**config.mk**
```make
export PLATFORM = sky130hd
export DESIGN_NAME = uart_tx_fifo
export DESIGN_NICKNAME = d
export VERILOG_FILES = /design/src/rtl/uart_pkg.sv /design/src/rtl/sync_fifo.sv /design/src/rtl/uart_tx_fifo.sv
export SDC_FILE = /design/constraint.sdc
export NUM_CORES = 1
export LEC_CHECK = 0
export CELL_PAD_IN_SITES_DETAIL_PLACEMENT = 1
export CELL_PAD_IN_SITES_GLOBAL_PLACEMENT = 1
export CORE_ASPECT_RATIO = 0.75
export CORE_MARGIN = 2
export CORE_UTILIZATION = 26
export DETAILED_ROUTE_END_ITERATION = 6
export MAX_ROUTING_LAYER = met4
export PLACE_DENSITY = 0.48
export SYNTH_ARGS = -nofsm -noshare
export SYNTH_HDL_FRONTEND = slang
export SYNTH_SLANG_ARGS = --single-unit
```
**constraint.sdc**
```tcl
create_clock -name i_clk -period 7.5 [get_ports i_clk]
set_input_delay 1.5 -clock i_clk [delete_from_list [all_inputs] [get_ports i_clk]]
set_output_delay 1.5 -clock i_clk [all_outputs]
set_load 0.005 [all_outputs]
```
**src/rtl/uart_pkg.sv**
```systemverilog
// -----------------------------------------------------------------------------
// uart_pkg
// Shared types and constants for the UART blocks (transmitter and receiver).
//   uart_tx_state_e           : transmitter FSM states
//   UART_CLKS_PER_BIT_115200  : clocks per bit for 115200 baud from 50 MHz
//   UART_FRAME_BITS           : bits per 8N1 frame (start + 8 data + stop)
//   UART_DATA_BITS            : data bits per frame
// -----------------------------------------------------------------------------
package uart_pkg;

  localparam int UART_CLKS_PER_BIT_115200 = 434;
  localparam int UART_FRAME_BITS          = 10;
  localparam int UART_DATA_BITS           = 8;

  typedef enum logic [1:0] {
    IDLE  = 2'd0,
    START = 2'd1,
    DATA  = 2'd2,
    STOP  = 2'd3
  } uart_tx_state_e;

endpackage

```
**src/rtl/sync_fifo.sv**
```systemverilog
// -----------------------------------------------------------------------------
// sync_fifo
// Single-clock circular-buffer FIFO. Pointers are one bit wider than the
// address so that full and empty can be told apart without a separate flag.
// A push is refused while full, even if a pop happens in the same cycle.
// A pop while empty is ignored.
// Ports:
//   i_clk    : clock
//   i_rst_n  : asynchronous active-low reset (flushes the FIFO)
//   i_push   : write request, i_data is written when not full
//   i_data   : write data
//   i_pop    : read request, head is discarded when not empty
//   o_data   : head of the FIFO (valid when o_empty is low)
//   o_full   : no free entry
//   o_empty  : no stored entry
//   o_count  : occupancy, 0..DEPTH
// -----------------------------------------------------------------------------
module sync_fifo #(
  parameter int WIDTH = 8,
  parameter int DEPTH = 16
) (
  input  logic                     i_clk,
  input  logic                     i_rst_n,
  input  logic                     i_push,
  input  logic [WIDTH-1:0]         i_data,
  input  logic                     i_pop,
  output logic [WIDTH-1:0]         o_data,
  output logic                     o_full,
  output logic                     o_empty,
  output logic [$clog2(DEPTH):0]   o_count
);

  localparam int AW = $clog2(DEPTH);

  logic [WIDTH-1:0] r_mem [DEPTH];
  logic [AW:0]      r_wr_ptr;
  logic [AW:0]      r_rd_ptr;
  logic             w_push_ok;
  logic             w_pop_ok;

  // Same address with differing wrap bits means the writer is a full lap ahead.
  assign o_full  = (r_wr_ptr[AW-1:0] == r_rd_ptr[AW-1:0]) &&
                   (r_wr_ptr[AW] != r_rd_ptr[AW]);
  assign o_empty = (r_wr_ptr == r_rd_ptr);

  assign w_push_ok = i_push & ~o_full;
  assign w_pop_ok  = i_pop & ~o_empty;

  always_ff @(posedge i_clk or negedge i_rst_n) begin
    if (!i_rst_n) begin
      r_wr_ptr <= '0;
      r_rd_ptr <= '0;
    end else begin
      if (w_push_ok) r_wr_ptr <= r_wr_ptr + (AW+1)'(1);
      if (w_pop_ok)  r_rd_ptr <= r_rd_ptr + (AW+1)'(1);
    end
  end

  // Storage needs no reset: the pointers alone define which entries are live.
  always_ff @(posedge i_clk) begin
    if (w_push_ok) r_mem[r_wr_ptr[AW-1:0]] <= i_data;
  end

  assign o_data  = r_mem[r_rd_ptr[AW-1:0]];
  assign o_count = r_wr_ptr - r_rd_ptr;

endmodule

```
**src/rtl/uart_tx_fifo.sv**
```systemverilog
// -----------------------------------------------------------------------------
// uart_tx_fifo
// UART transmitter (8N1, LSB first) fed by a byte FIFO.
//
// Handshake (valid/ready): a byte is transferred on a rising edge where
// i_valid and o_ready are both high. o_ready depends only on registered FIFO
// state, never on i_valid. i_valid may be held high with no transfer while
// o_ready is low; i_data is ignored in those cycles.
//
// Ports:
//   i_clk        : system clock
//   i_rst_n      : asynchronous active-low reset (abandons frame, flushes FIFO)
//   i_data       : byte to transmit
//   i_valid      : i_data is valid
//   o_ready      : FIFO not full
//   o_txd        : registered serial line, idle high
//   o_busy       : frame in flight or FIFO non-empty
//   o_count      : FIFO occupancy
//   o_dbg_state  : current FSM state (uart_tx_state_e encoding)
// -----------------------------------------------------------------------------
module uart_tx_fifo
  import uart_pkg::*;
#(
  parameter int CLKS_PER_BIT = UART_CLKS_PER_BIT_115200,
  parameter int FIFO_DEPTH   = 16
) (
  input  logic                          i_clk,
  input  logic                          i_rst_n,
  input  logic [7:0]                    i_data,
  input  logic                          i_valid,
  output logic                          o_ready,
  output logic                          o_txd,
  output logic                          o_busy,
  output logic [$clog2(FIFO_DEPTH):0]   o_count,
  output logic [1:0]                    o_dbg_state
);

  localparam int BW = $clog2(CLKS_PER_BIT);
  localparam logic [BW-1:0] BAUD_LAST = BW'(CLKS_PER_BIT - 1);

  uart_tx_state_e r_state;
  uart_tx_state_e w_state_nxt;
  logic [BW-1:0]  r_baud;
  logic [BW-1:0]  w_baud_nxt;
  logic [2:0]     r_bit;
  logic [2:0]     w_bit_nxt;
  logic [7:0]     r_shift;
  logic [7:0]     w_shift_nxt;
  logic           r_txd;
  logic           w_txd_nxt;

  logic           w_pop;
  logic           w_full;
  logic           w_empty;
  logic [7:0]     w_head;
  logic           w_baud_last;

  // ---------------------------------------------------------------------------
  // Byte FIFO: every byte goes through it, there is no bypass path.
  // ---------------------------------------------------------------------------
  sync_fifo #(
    .WIDTH (8),
    .DEPTH (FIFO_DEPTH)
  ) u_fifo (
    .i_clk   (i_clk),
    .i_rst_n (i_rst_n),
    .i_push  (i_valid),
    .i_data  (i_data),
    .i_pop   (w_pop),
    .o_data  (w_head),
    .o_full  (w_full),
    .o_empty (w_empty),
    .o_count (o_count)
  );

  assign w_baud_last = (r_baud == BAUD_LAST);

  // ---------------------------------------------------------------------------
  // FSM state register, baud counter, bit index, shift register, line driver
  // ---------------------------------------------------------------------------
  always_ff @(posedge i_clk or negedge i_rst_n) begin
    if (!i_rst_n) begin
      r_state <= IDLE;
      r_baud  <= '0;
      r_bit   <= '0;
      r_shift <= '0;
      r_txd   <= 1'b1;
    end else begin
      r_state <= w_state_nxt;
      r_baud  <= w_baud_nxt;
      r_bit   <= w_bit_nxt;
      r_shift <= w_shift_nxt;
      r_txd   <= w_txd_nxt;
    end
  end

  // ---------------------------------------------------------------------------
  // Next-state logic. The line value is computed from the next state so the
  // registered o_txd changes on the same edge as the state does.
  // ---------------------------------------------------------------------------
  always_comb begin
    w_state_nxt = r_state;
    w_baud_nxt  = r_baud;
    w_bit_nxt   = r_bit;
    w_shift_nxt = r_shift;
    w_pop       = 1'b0;

    case (r_state)
      IDLE: begin
        if (!w_empty) begin
          w_pop       = 1'b1;
          w_shift_nxt = w_head;
          w_baud_nxt  = '0;
          w_bit_nxt   = '0;
          w_state_nxt = START;
        end
      end

      START: begin
        if (w_baud_last) begin
          w_baud_nxt  = '0;
          w_state_nxt = DATA;
        end else begin
          w_baud_nxt = r_baud + BW'(1);
        end
      end

      DATA: begin
        if (w_baud_last) begin
          w_baud_nxt  = '0;
          w_shift_nxt = {1'b0, r_shift[7:1]};
          if (r_bit == 3'd7) begin
            w_bit_nxt   = '0;
            w_state_nxt = STOP;
          end else begin
            w_bit_nxt = r_bit + 3'd1;
          end
        end else begin
          w_baud_nxt = r_baud + BW'(1);
        end
      end

      STOP: begin
        if (w_baud_last) begin
          w_baud_nxt = '0;
          // Chain straight into the next start bit so queued frames are
          // contiguous on the line.
          if (!w_empty) begin
            w_pop       = 1'b1;
            w_shift_nxt = w_head;
            w_bit_nxt   = '0;
            w_state_nxt = START;
          end else begin
            w_state_nxt = IDLE;
          end
        end else begin
          w_baud_nxt = r_baud + BW'(1);
        end
      end

      default: begin
        w_state_nxt = IDLE;
        w_baud_nxt  = '0;
        w_bit_nxt   = '0;
      end
    endcase

    case (w_state_nxt)
      START:   w_txd_nxt = 1'b0;
      DATA:    w_txd_nxt = w_shift_nxt[0];
      default: w_txd_nxt = 1'b1;
    endcase
  end

  assign o_txd       = r_txd;
  assign o_ready     = ~w_full;
  assign o_busy      = (r_state != IDLE) | ~w_empty;
  assign o_dbg_state = r_state;

endmodule

```
Word-level counts from Yosys, hierarchy flattened

Memory sizes are Yosys's and may differ from the RTL's.
Cells that the tools add are included.

Bits of input ports: 11
Output and inout bits: 10
Memory bits (writable): 128
Logic and storage cells: 63
Memories kept: 1
Bits in registers: 33

Add/sub/neg operators: 5
Bitwise gates (word level): 5
Equality and inequality tests: 13
Muxes and demuxes: 25
Reduce and logical (&&, ||, !) cells: 6

Memory list:

| name         | depth | width | read ports | clocked after memory_dff | wr ports | line            | source |
|---|---|---|---|---|---|---|---|
| u_fifo.r_mem | 16    | 8     | 1          | 0                        | 1        | sync_fifo.sv:35 | `logic [WIDTH-1:0] r_mem [DEPTH];` |

Operators with widths:

| kind                                                 | count |
|---|---|
| two-way mux 8 bit                                    | 3 |
| one-hot mux 8 bit (3 select lines)                   | 1 |
| two-way mux 9 bit                                    | 2 |
| one-hot mux 9 bit (2 select lines)                   | 1 |
| two-way mux 3 bit                                    | 4 |
| adder 5 x 1 -> 5 bit (second input constant)         | 2 |
| two-way mux 2 bit                                    | 5 |
| adder 9 x 1 -> 9 bit (second input constant)         | 1 |
| equality test 9 bit (second input constant)          | 1 |
| one-hot mux 3 bit (3 select lines)                   | 1 |
| one-hot mux 2 bit (4 select lines)                   | 1 |
| equality test 2 bit (second input constant)          | 3 |
| != test 2 bit (second input constant)                | 3 |
| equality test 5 bit                                  | 1 |
| two-way mux 1 bit                                    | 5 |
| subtractor 5 bit                                     | 1 |
| equality test 2 x 1 -> 1 bit (second input constant) | 2 |
| equality test 4 bit                                  | 1 |
| one-hot mux 1 bit (2 select lines)                   | 2 |
| adder 3 x 1 -> 3 bit (second input constant)         | 1 |
| equality test 3 bit (second input constant)          | 1 |
| AND reduction 3 bit                                  | 1 |
| nonzero test 3 bit                                   | 1 |
| OR reduction 3 bit                                   | 1 |
| 7 further kinds                                      | 9 |

Depth between registers and ports, before layout

Depth after elaboration: 6
Gate-level depth with buffers: 12
Gate-level depth less buffers: 9

Hierarchy

From an unflattened synthesis, not the netlist that was laid out.

Cell total of the unflattened synthesis: 458
Area total of the unflattened synthesis: 7148.1 µm²

Modules (own cells, without submodules):

| module       | seq. area each (µm²) | area each (µm²) | times used | cells an instance |
|---|---|---|---|---|
| sync_fifo    | 4093.9               | 5664.2          | 1          | 299 |
| uart_tx_fifo | 576.8                | 1483.9          | 1          | 159 |

Worst setup path after synthesis

OpenSTA, ideal clock, no wires.

Path kind: register -> output
Start: reg u_fifo.r_rd_ptr[1]
End: out o_busy
Slack: 3.946 ns
Stages on the path, launching flop included: 10
Path buffers: 3
Data required time: 6.000 ns
Arrival: 2.054 ns
Cell sequence: dfrtp_1 clkbuf_1 buf_2 buf_2 inv_1 ha_1 and4_1 nand2_1 nor2_1 inv_1

Cells in the longest elaborated chain, start to end: 3

RTL lines:

| element                | line                | source |
|---|---|---|
| start, declared        | sync_fifo.sv:37     | `logic [AW:0] r_rd_ptr;` |
| start signal, assigned | sync_fifo.sv:55     | `if (w_pop_ok) r_rd_ptr <= r_rd_ptr + (AW+1)'(1);` |
| equality test 5 bit    | sync_fifo.sv:44     | `assign o_empty = (r_wr_ptr == r_rd_ptr);` |
| NOT 1 bit              | uart_tx_fifo.sv:177 | `assign o_busy = (r_state != IDLE) \| ~w_empty;` |
| OR 1 bit               | uart_tx_fifo.sv:177 |  |
| end, declared          | uart_tx_fifo.sv:33  | `output logic o_busy,` |

Every way passes these cells.

Final worst setup path

Start: reg u_fifo.r_rd_ptr[0]
End: out o_busy

The elaborated chain is that of the path after synthesis.

==> summary.md <==
| Metric | Value |
|---|---|
| Synth cell count leaders | edfxtp_1, mux4_2, dfrtp_1 |
| Core ar. | 0.0260 sq mm |
| RSZ-0062 raised after global routing | no |
| Fin nets | 468 |
| Fillers | 2673 |
| Cell row count | 51 |
| I/O Buffers | 20 |
| Status | completed |
| Post-layout minimum cycle time | 4560 ps |
| Post-Synthesis Cell Area | 0.00687 sq mm |
| Period utilization | 60.8% |
| Total of warnings raised by yosys | 0 |
| Post-synth EDFFs | between 100 and 150 |
| Slew Viols, Final | 0 |
| R2r worst-path depth | 7 |
| WL per Instance | 19.9 um |
| First-pass GRT wire length | 24.6 mm |
| Rel. slew slack | 27.1% |
| Final clock skew | between 10 and 15 ps |
| CTS Buffer Depth | 2 |
| Post-synthesis area per instance | 16.9 sq um |
| Initial Util | 26.5% |
| Vias | about 3700 |
| Tot GR Track Use | 12.7% |
| Post-synthesis async set-or-reset flop share | 20.5% |
| WP data required | 6000 ps |
| Initial antenna violation count | 0 |
| Max-cap violation count | 0 |
| Drt first pass iters | 4 |
| Post-CTS Resized | 0 |
| Leading area contributor after synthesis | edfxtp_1 |
| Fmax achieved | 219 MHz |
| Die H | 145 um |
| Crit Path Category | flop to primary output |
| Hold-fix buffer count after cts | 0 |
| Util after Layout | 31.2% |
| Worst Hold Class | flop to flop |
| LEAKAGE | around 0.0028 uW |
| Critical Path Sink Type | primary output |
| Mapped Cells | 406 |
| Area Growth Syn to Fin | 17.7% |
| Main synth FF type | edfxtp_1 |
| Sequential standard cell area | about 0.0047 sq mm |
| Vias in the first global route | approximately 3900 |
| Grt ovf | 0 |
| Critical Path Source Type | flop |
| Worst Hold Depth | 1 |
| H-tree depth | 4 |
| Final Hold Viols | 0 |
| Power Density | 291 mW/mm^2 |
| Maximum fanout along the worst path | 36 |
| Syn_nets | 437 |
| Postcts setup bufs | 0 |
| Largest net degree at the start of global routing | 37 |
| Share of layout cells above drive strength 1 | a little under a fifth |
| Detailed placement HPWL | 10.4 mm |
| Most frequent cell after synthesis | edfxtp_1 |
| Die width | 192 um |
| Actual slew at the worst max-slew pin | 1090 ps |
| Peak supply drop | 166 uV |
| TritonCTS sink count | 161 |
| Num ports | 21 |
| Seq/Total Area, Yosys | ~68% |
| Final wirelength | 15.8 mm |
| Die ar. | between 0.02 and 0.03 sq mm |
| DR iter-0 viols | 245 |
| Multi-input logic area | around 0.0021 sq mm |
| Clock slew at reported path FFs | 60 ps |
| CTS tree | yes |
| Num CTS Buffers | 17 |
| Routability Congestion | 0.745 |
| ANT nets after route | 0 |
| WP data arrival | around 3000 ps |
| Clk_lat worst skew | 430 ps |
| Setup violations, final | 0 |
| #FFs+latches synth | 161 |
| Post-route DRC | 0 |
| DR vias/cell | about 4.6 |
| Antenna cells | 0 |
| Yosys top cell area share | a little under three fifths |
| CTS root buffer | clkbuf_16 |
| Count of cell types in the netlist | 48 |
| Setup tns final | 0 ps |
| Synth area leaders | edfxtp_1, mux4_2, dfrtp_1 |
[placed cells by master, fill, tap and decap left out, types with 6 or more instances in the layout]
cell type	n
inv_1	16
o21ai_0	19
a221o_1	6
edfxtp_1	128
mux4_2	39
clkdlybuf4s50_1	19
xnor2_1	10
ha_1	19
dfrtp_1	31
nor3_1	8
a21oi_1	6
nand3_1	8
clkbuf_16	17
nor2_1	21
buf_4	6
and3_1	9
nand2_1	26
[flip-flops by register name (all words and copies together), names as in the netlist]
signal	count
r_shift	8
u_fifo.r_mem	128
r_bit	3
o_txd	1
u_fifo.r_rd_ptr	5
o_dbg_state	2
r_baud	9
u_fifo.r_wr_ptr	5
[final cells by class]
type / instances / area share, %
Inverter: 17 / 0.788
Clock buffer: 19 / 5.35
Sequential cell: 161 / 57.7
Tap cell: 344 / 5.32
Timing Repair Buffer: 26 / 2.97
Multi-Input combinational cell: 214 / 25.4
Clock inverter: 13 / 2.44
[critical path, cell delays in order, from the launching register on]
cell and delay (ps):
dfrtp_2 340, buf_4 610, ha_1 390, and4_1 250
nand2_1 190, nor2_1 120, inv_1 190, clkdlybuf4s50_1 540
[path summary, 6_finish.rpt]
check / start / end / slack (ps)
worst max-delay path: u_fifo.r_rd_ptr[0]$_DFFE_PN0P_ / o_busy / 2940
worst min-delay path: r_shift[7]$_DFFE_PN0P_ / r_shift[7]$_DFFE_PN0P_ / 520
worst max register to register: u_fifo.r_rd_ptr[0]$_DFFE_PN0P_ / u_fifo.r_mem[7][4]$_DFFE_PP_ / 4030
worst min register to register: r_shift[7]$_DFFE_PN0P_ / r_shift[7]$_DFFE_PN0P_ / 520
max in group asynchronous: i_rst_n / u_fifo.r_rd_ptr[0]$_DFFE_PN0P_ / 5740
min in group asynchronous: i_rst_n / r_baud[5]$_DFFE_PN0P_ / 1170
[layer usage]
layer  track usage, %  share of wire [%]
met1             17.4                 49
met2             18.9                 46
met3             2.68                4.1
met4             4.25                1.3
met5                -                  0
[report_power, final]
part           leakage, uW  switching (uW)  internal, uW  total [uW]
registers          0.00156            41.0          1050        1090
clock network     0.000298             384           565         949
logic             0.000914             174           141         315
[per-stage QoR]
step	power (uW)	area (sq um)	hold WS [ps]	instances	worst slack [ps]
after CTS	2390	8090	519	794	2860
after global routing	2460	8090	545	794	2660
after global placement	1420	7460	497	762	3450
after detailed placement	1440	7460	499	762	3330
final	2360	8090	517	794	2940
after floorplan	1270	6870	466	406	3950
[cell families after synthesis]
group | Yosys count | share of synthesized area, %
DFF | 161 | 68.0
muxes | 43 | 13.4
and+or+nand+nor | 91 | 6.52
AOI/OAI and AO/OA | 46 | 4.46
buffers and inverters | 31 | 2.13
xor gates and xnor gates | 14 | 1.78
adders and majority gates | 20 | 3.75
No activity file was read; power rests on OpenSTA's default activity.
